File: src/rtl/score_scan_if.sv
// Score scan bus: score-keeping inputs toward the scan controller and the
// decoder / digit-enable outputs back out of it.
interface score_scan_if;
  logic [3:0] i_p1_score;
  logic [3:0] i_p2_score;
  logic       i_score_load;
  logic       i_game_over;
  logic [3:0] o_score;
  logic [1:0] o_digit_en;
  logic       o_frame_done;

  // Driver side: score-keeping logic (or a testbench) feeding the controller
  modport master (
    output i_p1_score,
    output i_p2_score,
    output i_score_load,
    output i_game_over,
    input  o_score,
    input  o_digit_en,
    input  o_frame_done
  );

  // Controller side
  modport slave (
    input  i_p1_score,
    input  i_p2_score,
    input  i_score_load,
    input  i_game_over,
    output o_score,
    output o_digit_en,
    output o_frame_done
  );
endinterface

File: src/rtl/score_scan_ctrl.sv
// score_scan_ctrl: time-multiplexes one registered seven-segment decoder
// between the P1 and P2 score digits. Each slot opens with a blanking gap
// that hides the decoder's one-cycle latency. Scores are frame-coherent
// (latched at the slot 1 -> slot 0 boundary), and on game over the winner's
// digit flashes with a period counted in whole frames.
module score_scan_ctrl #(
  parameter int unsigned REFRESH_DIV  = 50000,
  parameter int unsigned BLANK_CYCLES = 16,
  parameter int unsigned FLASH_FRAMES = 64
) (
  input  logic         i_clk,
  input  logic         i_rst,
  score_scan_if.slave  bus
);

  localparam int unsigned CW = (REFRESH_DIV > 1) ? $clog2(REFRESH_DIV) : 1;
  localparam int unsigned FW = $clog2(FLASH_FRAMES + 1);

  localparam logic [CW-1:0] CNT_LAST   = CW'(REFRESH_DIV - 1);
  localparam logic [CW-1:0] CNT_BLANK  = CW'(BLANK_CYCLES);
  localparam logic [FW-1:0] FLASH_LAST = FW'(FLASH_FRAMES - 1);

  // Slot / scan state
  logic [CW-1:0] cnt;
  logic          slot;

  // Score storage
  logic [3:0]    pend1, pend2;
  logic [3:0]    act1, act2;
  logic [3:0]    score_q;

  // Game-over flashing state
  logic [1:0]    winner;
  logic [FW-1:0] flash_cnt;
  logic          flash_phase;
  logic          go_q;

  // Derived controls
  logic          slot_end;
  logic          boundary;
  logic [3:0]    sat1, sat2;
  logic          go_rise;
  logic [1:0]    en;

  function automatic logic [3:0] sat9(input logic [3:0] v);
    return (v > 4'd9) ? 4'd9 : v;
  endfunction

  assign slot_end = (cnt == CNT_LAST);
  assign boundary = slot_end & slot;
  assign sat1     = sat9(bus.i_p1_score);
  assign sat2     = sat9(bus.i_p2_score);
  assign go_rise  = bus.i_game_over & ~go_q;

  // Slot counter and slot select: count through the slot, wrap and toggle
  always_ff @(posedge i_clk) begin
    if (i_rst) begin
      cnt  <= '0;
      slot <= 1'b0;
    end else if (slot_end) begin
      cnt  <= '0;
      slot <= ~slot;
    end else begin
      cnt  <= cnt + 1'b1;
    end
  end

  // Pending scores track every load; active scores only move on the frame
  // boundary. A load landing on the boundary cycle is forwarded straight to
  // active so it is not delayed by an extra frame.
  always_ff @(posedge i_clk) begin
    if (i_rst) begin
      pend1 <= '0;
      pend2 <= '0;
      act1  <= '0;
      act2  <= '0;
    end else begin
      if (bus.i_score_load) begin
        pend1 <= sat1;
        pend2 <= sat2;
      end
      if (boundary) begin
        act1 <= bus.i_score_load ? sat1 : pend1;
        act2 <= bus.i_score_load ? sat2 : pend2;
      end
    end
  end

  // Decoder input register: load the upcoming slot's score on the wrap so
  // the decoder has settled by the time the blanking gap ends. Entering
  // slot 0 uses the same value act1 is about to take.
  always_ff @(posedge i_clk) begin
    if (i_rst) begin
      score_q <= '0;
    end else if (slot_end) begin
      if (slot) begin
        score_q <= bus.i_score_load ? sat1 : pend1;
      end else begin
        score_q <= act2;
      end
    end
  end

  // Game-over tracking: latch the winner on the rising edge, count frame
  // boundaries to toggle the flash phase, clear everything while low.
  always_ff @(posedge i_clk) begin
    if (i_rst) begin
      go_q        <= 1'b0;
      winner      <= 2'b00;
      flash_cnt   <= '0;
      flash_phase <= 1'b1;
    end else begin
      go_q <= bus.i_game_over;
      if (!bus.i_game_over) begin
        winner      <= 2'b00;
        flash_cnt   <= '0;
        flash_phase <= 1'b1;
      end else begin
        if (go_rise) begin
          if (act1 > act2) begin
            winner <= 2'b01;
          end else if (act2 > act1) begin
            winner <= 2'b10;
          end else begin
            winner <= 2'b11;
          end
        end
        if (boundary) begin
          if (flash_cnt == FLASH_LAST) begin
            flash_cnt   <= '0;
            flash_phase <= ~flash_phase;
          end else begin
            flash_cnt   <= flash_cnt + 1'b1;
          end
        end
      end
    end
  end

  // Digit enables: dark during BLANK, one-hot slot during SHOW, with the
  // winner's digit masked while the flash phase is invisible.
  always_comb begin
    en = 2'b00;
    if (cnt >= CNT_BLANK) begin
      en = slot ? 2'b10 : 2'b01;
    end
    en = en & ~(winner & {2{~flash_phase}});
  end

  assign bus.o_score      = score_q;
  assign bus.o_digit_en   = en;
  assign bus.o_frame_done = boundary;

endmodule

File: src/flat_wrapper.sv
// flat-port wrapper written by rule: the top's interface ports become plain ports
module score_scan_ctrl_flat 
#(
  parameter int unsigned REFRESH_DIV  = 50000,
  parameter int unsigned BLANK_CYCLES = 16,
  parameter int unsigned FLASH_FRAMES = 64
)
  (i_clk, i_rst, bus_i_p1_score, bus_i_p2_score, bus_i_score_load, bus_i_game_over, bus_o_score, bus_o_digit_en, bus_o_frame_done);
  score_scan_if bus_i ();
  input  logic i_clk;
  input  logic i_rst;
  input wire logic [$bits(bus_i.i_p1_score)-1:0] bus_i_p1_score;
  input wire logic [$bits(bus_i.i_p2_score)-1:0] bus_i_p2_score;
  input wire logic [$bits(bus_i.i_score_load)-1:0] bus_i_score_load;
  input wire logic [$bits(bus_i.i_game_over)-1:0] bus_i_game_over;
  output wire logic [$bits(bus_i.o_score)-1:0] bus_o_score;
  output wire logic [$bits(bus_i.o_digit_en)-1:0] bus_o_digit_en;
  output wire logic [$bits(bus_i.o_frame_done)-1:0] bus_o_frame_done;
  assign bus_i.i_p1_score = bus_i_p1_score;
  assign bus_i.i_p2_score = bus_i_p2_score;
  assign bus_i.i_score_load = bus_i_score_load;
  assign bus_i.i_game_over = bus_i_game_over;
  assign bus_o_score = bus_i.o_score;
  assign bus_o_digit_en = bus_i.o_digit_en;
  assign bus_o_frame_done = bus_i.o_frame_done;
  score_scan_ctrl #(.REFRESH_DIV(REFRESH_DIV), .BLANK_CYCLES(BLANK_CYCLES), .FLASH_FRAMES(FLASH_FRAMES)) u_core (.i_clk(i_clk), .i_rst(i_rst), .bus(bus_i));
endmodule
File: config.mk
export PLATFORM = sky130hd
export DESIGN_NAME = score_scan_ctrl_flat
export DESIGN_NICKNAME = d
export VERILOG_FILES = /design/src/rtl/score_scan_if.sv /design/src/rtl/score_scan_ctrl.sv /design/src/flat_wrapper.sv
export SDC_FILE = /design/constraint.sdc
export NUM_CORES = 1
export LEC_CHECK = 0
export ABC_AREA = 1
export CAP_MARGIN = 20
export CORE_MARGIN = 3
export CORE_UTILIZATION = 55
export CTS_BUF_LIST = sky130_fd_sc_hd__clkbuf_4 sky130_fd_sc_hd__clkbuf_8 sky130_fd_sc_hd__clkbuf_16
export CTS_CLUSTER_DIAMETER = 60
export DETAILED_ROUTE_END_ITERATION = 6
export PLACE_DENSITY = 0.77
export SKIP_LAST_GASP = 1
export SLEW_MARGIN = 20
export SYNTH_ARGS = -nofsm -noshare
export SYNTH_HDL_FRONTEND = slang
export SYNTH_SLANG_ARGS = --single-unit
File: constraint.sdc
create_clock -name i_clk -period 1.65 [get_ports i_clk]
set_input_delay 0.33 -clock i_clk [delete_from_list [all_inputs] [get_ports i_clk]]
set_output_delay 0.33 -clock i_clk [all_outputs]
set_load 0.05 [all_outputs]
After elaboration in Yosys (flattened, before gate mapping)

Index checks and enable logic that the tools add are counted.

Bitwise operators: 9
Add/sub/neg operators: 2
Magnitude comparators: 5
Reduce and logical (&&, ||, !) cells: 3
Equal/unequal tests: 2
Mux-type cells: 10

Operators by type and width:

| kind                                                                | number |
|---|---|
| 2-to-1 mux 4 bit                                                    | 5 |
| adder 16 x 1 -> 16 bit (second input constant)                      | 1 |
| == test 16 bit (second input constant)                              | 1 |
| greater-or-equal comparator 16 x 5 -> 1 bit (second input constant) | 1 |
| > comparator 4 bit                                                  | 2 |
| > comparator 4 bit (second input constant)                          | 2 |
| adder 7 x 1 -> 7 bit (second input constant)                        | 1 |
| == test 7 x 6 -> 1 bit (second input constant)                      | 1 |
| 2-to-1 mux 7 bit                                                    | 1 |
| 2-to-1 mux 2 bit                                                    | 3 |
| AND 2 bit                                                           | 2 |
| inverter 1 bit                                                      | 4 |
| OR reduction 2 bit                                                  | 2 |
| AND 1 bit                                                           | 2 |
| inverter 2 bit                                                      | 1 |
| AND reduction 2 bit                                                 | 1 |
| 2-to-1 mux 1 bit                                                    | 1 |

Word-level logic and storage cells: 42
Bits of input ports: 12
Output and inout bits: 7
Register bits: 48

Logic depth before layout (Yosys ltp)

Depth after elaboration: 4
Mapped depth: 10
Gate-level depth less buffers: 9

Worst setup path before layout

No wires, ideal clock.

Kind: register -> output
From: register u_core.slot
To: output port bus_o_digit_en[1]
Path buffers: 1
Setup slack: -0.512 ns
Data required time: 1.320 ns
Cell stages (with the launch flop): 4
Arrival time: 1.832 ns
Cell sequence: dfxtp_1 -> buf_2 -> inv_1 -> a211oi_1

Longest elaborated chain between the ends: 3

RTL lines:

| element                | line                   | RTL |
|---|---|---|
| from (decl)            | score_scan_ctrl.sv:25  | `logic slot;` |
| from (signal assigned) | score_scan_ctrl.sv:62  | `slot <= ~slot;` |
| 2-to-1 mux 2 bit       | score_scan_ctrl.sv:145 | `en = slot ? 2'b10 : 2'b01;` |
| 2-to-1 mux 2 bit       | score_scan_ctrl.sv:144 | `if (cnt >= CNT_BLANK) begin` |
| AND 2 bit              | score_scan_ctrl.sv:147 | `en = en & ~(winner & {2{~flash_phase}});` |
| to (decl)              | flat_wrapper.sv:17     | `output wire logic [$bits(bus_i.o_digit_en)-1:0] bus_o_digit_en;` |

No other way between the ends.

Worst setup path in the final report

From: register u_core.cnt[13]
To: output port bus_o_digit_en[0]

Longest elaborated chain between the ends: 3

RTL lines:

| element                                     | line                   | RTL |
|---|---|---|
| from (decl)                                 | score_scan_ctrl.sv:24  | `logic [CW-1:0] cnt;` |
| from (signal assigned)                      | score_scan_ctrl.sv:64  | `cnt <= cnt + 1'b1;` |
| greater-or-equal comparator 16 x 5 -> 1 bit | score_scan_ctrl.sv:144 |  |
| 2-to-1 mux 2 bit                            | score_scan_ctrl.sv:144 |  |
| AND 2 bit                                   | score_scan_ctrl.sv:147 |  |

No other way between the ends.

==> summary.md <==
| Metric | Value |
|---|---|
| Worst Setup End Kind | `output port` |
| Status | `complete, but fails checks` |
| FFs w/ async S/R, synth | `0` |
| Post-synthesis cell area | `2430 um^2` |
| GPL Wtd Cong | `around 0.86` |
| Vias/cell | `between 5 and 6` |
| Final WS setup | `-0.140 ns` |
| Min-Delay Path Class | `flip-flop to flip-flop` |
| Post-Place Setup Slack | `-0.0166 ns` |
| WL final | `between 5000 and 6000 um` |
| Arr. time, crit path | `1.46 ns` |
| R2R Path End | `u_core.act2[1]` |
| Max FO, Critical Path | `3` |
| # fillers | `319` |
| Total GRT Usage | `0.217` |
| Post-synth top area cell | `dfxtp_1` |
| Iteration-0 DRC count of the detailed router | `162` |
| Antenna diodes | `0` |
| Die extent in x | `72.5 um` |
| Share of layout cells above drive strength 1 | `0.231` |
| Flip-flop and latch count after synthesis | `between 40 and 50` |
| Minimum clock period | `between 1.5 and 2 ns` |
| Hold slack | `0.473 ns` |
| LEAKAGE | `about 1.3 nW` |
| Sequential Area | `973 um^2` |
| Routed WL per cell | `11.8 um` |
| Max-Cap Viols | `0` |
| Synth area leaders | `dfxtp_1 40%, nand2_1 13%, inv_1 8.5%, a21oi_1 6.6%, nor2_1 4.3%` |
| Register area share after synthesis | `0.395` |
| H-tree depth | `2` |
| Clk slew on worst S/H paths | `0.09 ns` |
| Layout Skew | `about 0.0084 ns` |
| Synthesis warning total | `0` |
| Final #Nets | `408` |
| Rel. slew slack | `0.712` |
| Area Overhead vs Synth | `26.3%` |
| I/O Buffers | `18` |
| Routed via count | `2,250` |
| R2r setup slk | `0.07 ns` |
| Die H | `72.5 um` |
| Antenna Nets Post-Route | `0` |
| Reg2Reg Launch Point | `u_core.cnt[1]` |
| Critical path type | `flip-flop to output port` |
| Area of the multi-input gates | `~1300 um^2` |
| CTS root buf | `clkbuf_8` |
| Netlist cell types | `34` |
| Skew-Pair Late Insertion Delay | `0.30 ns` |
| Final Cycle Share | `1.08` |
| CP required | `1.32 ns` |
| Slew at the pin closest to its max-slew limit | `0.429 ns` |
| CP startpoint kind | `flip-flop` |
| Mapped Nets | `363` |
| First-pass GRT wire length | `9030 um` |
| Syn Inst Count | `between 300 and 400` |
| Initial antenna violation count | `0` |
| Die area | `5250 um^2` |
| Critical path origin | `u_core.cnt[13]` |
| Hpwl dp | `3730 um` |
| Hold Fails Final Rpt | `0` |
| Failing checks | `negative setup slack` |
| Max-slew violations | `0` |
| Max Fclk | `roughly 560 MHz` |
| Max clock buf depth | `2` |
| Avg Cell Area, Syn | `7.07 um^2` |
| CTS Buf Count | `5` |
| Core ar. | `4140 um^2` |
| PwrDens | `732 nW/um^2` |
| Worst reg2reg path depth | `9` |
| GRT Residual Overflow | `0` |
| Clock sinks | `48` |
| Synth top cells by count | `82 x nand2_1, 55 x inv_1, 48 x dfxtp_1, 32 x a21oi_1, 28 x nor2_1` |
| Yosys top cell area share | `0.395` |
| Peak supply drop | `744 uV` |
| Starting Density | `0.587` |
| Number of synthesized flops with an enable pin | `0` |
| Vias in the first global route | `2,096` |
| Num rows | `23` |
| Fin util | `0.741` |
| Critical path destination | `bus_o_digit_en[0]` |
| RSZ-0062 raised after global routing | `true` |
| # IOs | `19` |
| Most frequent cell after synthesis | `nand2_1` |
| # setup viols final | `3` |
| Ys flop type | `dfxtp_1` |
| DR DRC count | `0` |
| TritonCTS clock tree | `done` |
| Largest net degree at the start of global routing | `17` |
| TritonRoute pass-1 iters | `4` |
-- worst min-delay path by stage --
stage / depth (start not counted) / endpoint / startpoint
after floorplan: 1 / u_core.cnt[0] / u_core.cnt[0]
after global placement: 2 / u_core.bus.o_score[1] / u_core.bus.o_score[1]
after detailed placement: 2 / u_core.bus.o_score[1] / u_core.bus.o_score[1]
after CTS: 2 / u_core.bus.o_score[1] / u_core.bus.o_score[1]
after global routing: 2 / u_core.bus.o_score[2] / u_core.bus.o_score[2]
final: 2 / u_core.act1[1] / u_core.act1[1]
-- registers in the layout, indices dropped and copies added (netlist names) --
| signal | cells |
|---|---|
| u_core.go_q | 1 |
| u_core.bus.o_score | 4 |
| u_core.cnt | 16 |
| u_core.pend2 | 4 |
| u_core.flash_cnt | 7 |
| u_core.winner | 2 |
| u_core.act1 | 4 |
| u_core.flash_phase | 1 |
| u_core.act2 | 4 |
| u_core.pend1 | 4 |
| u_core.slot | 1 |
-- through the flow --
stage	area, um^2	cells	total power, mW	TNS [ns]
global placement	2750	419	1.33	-0.0241
global route	3070	440	2.33	-0.741
finish	3070	440	2.25	-0.390
CTS	3010	436	2.25	-0.379
floorplan	2460	344	1.28	0
detailed placement	2750	419	1.33	-0.0284
-- report_power, final --
part | internal (mW) | leakage [nW] | switching, mW
logic | 0.0639 | 0.828 | 0.0676
registers | 1.18 | 0.393 | 0.0126
clock network | 0.535 | 0.0645 | 0.392
total | 1.78 | 1.29 | 0.472
-- area by class of cell --
cell class / instances / area share
Clock buffer: 7 / 0.0314
Inverter: 60 / 0.0742
Clock inverter: 1 / 0.00978
Timing Repair Buffer: 44 / 0.128
Sequential cell: 48 / 0.317
Multi-Input combinational cell: 230 / 0.419
Tap cell: 50 / 0.0204
-- worst max-delay path: stages (launching register included) --
cell      delay (ns)
dfxtp_2         0.35
nor2_4          0.13
nand3_2         0.11
nor3_4          0.22
buf_6           0.14
a211oi_4        0.04
buf_6           0.16
-- cells in the final DEF (no fill, tap or decap), drive strengths merged, types with 8 or more instances in the layout --
master         synthesis  layout
o21ai                  8       8
nor3                   9       9
dfxtp                 48      48
nor2                  36      36
clkdlybuf4s50          0      11
nand2                 89      89
nand3                 20      20
a21oi                 34      34
inv                   59      59
buf                    5      33
-- per-layer routing --
metal | vias to the layer above | track usage | share of wire | routed length (um)
li1 | 1180 | - | - | -
met3 | 5 | 0.0485 | 0.039 | 201
met5 | - | 0 | 0 | 0
met2 | 41 | 0.354 | 0.47 | 2440
met1 | 1024 | 0.281 | 0.48 | 2470
met4 | 0 | 0.0779 | 0.012 | 61
-- kinds of logic (layout without fill, tap and decap cells) --
group / count (synthesis) / after routing / share of synthesized area
compound gates: 53 / 53 / 0.121
xor+xnor: 4 / 4 / 0.0144
fa+ha+maj: 7 / 7 / 0.0360
buf+inv: 66 / 112 / 0.110
flops: 48 / 48 / 0.395
simple gates: 166 / 166 / 0.323
-- timing repair --
action,4_1_cts,5_1_grt
setup buffers,9,5
resized for setup,22,7
pin swaps,6,5
setup endpoints to repair,3,15
hold buffers,0,0
Power figures use the tool's default switching activity.
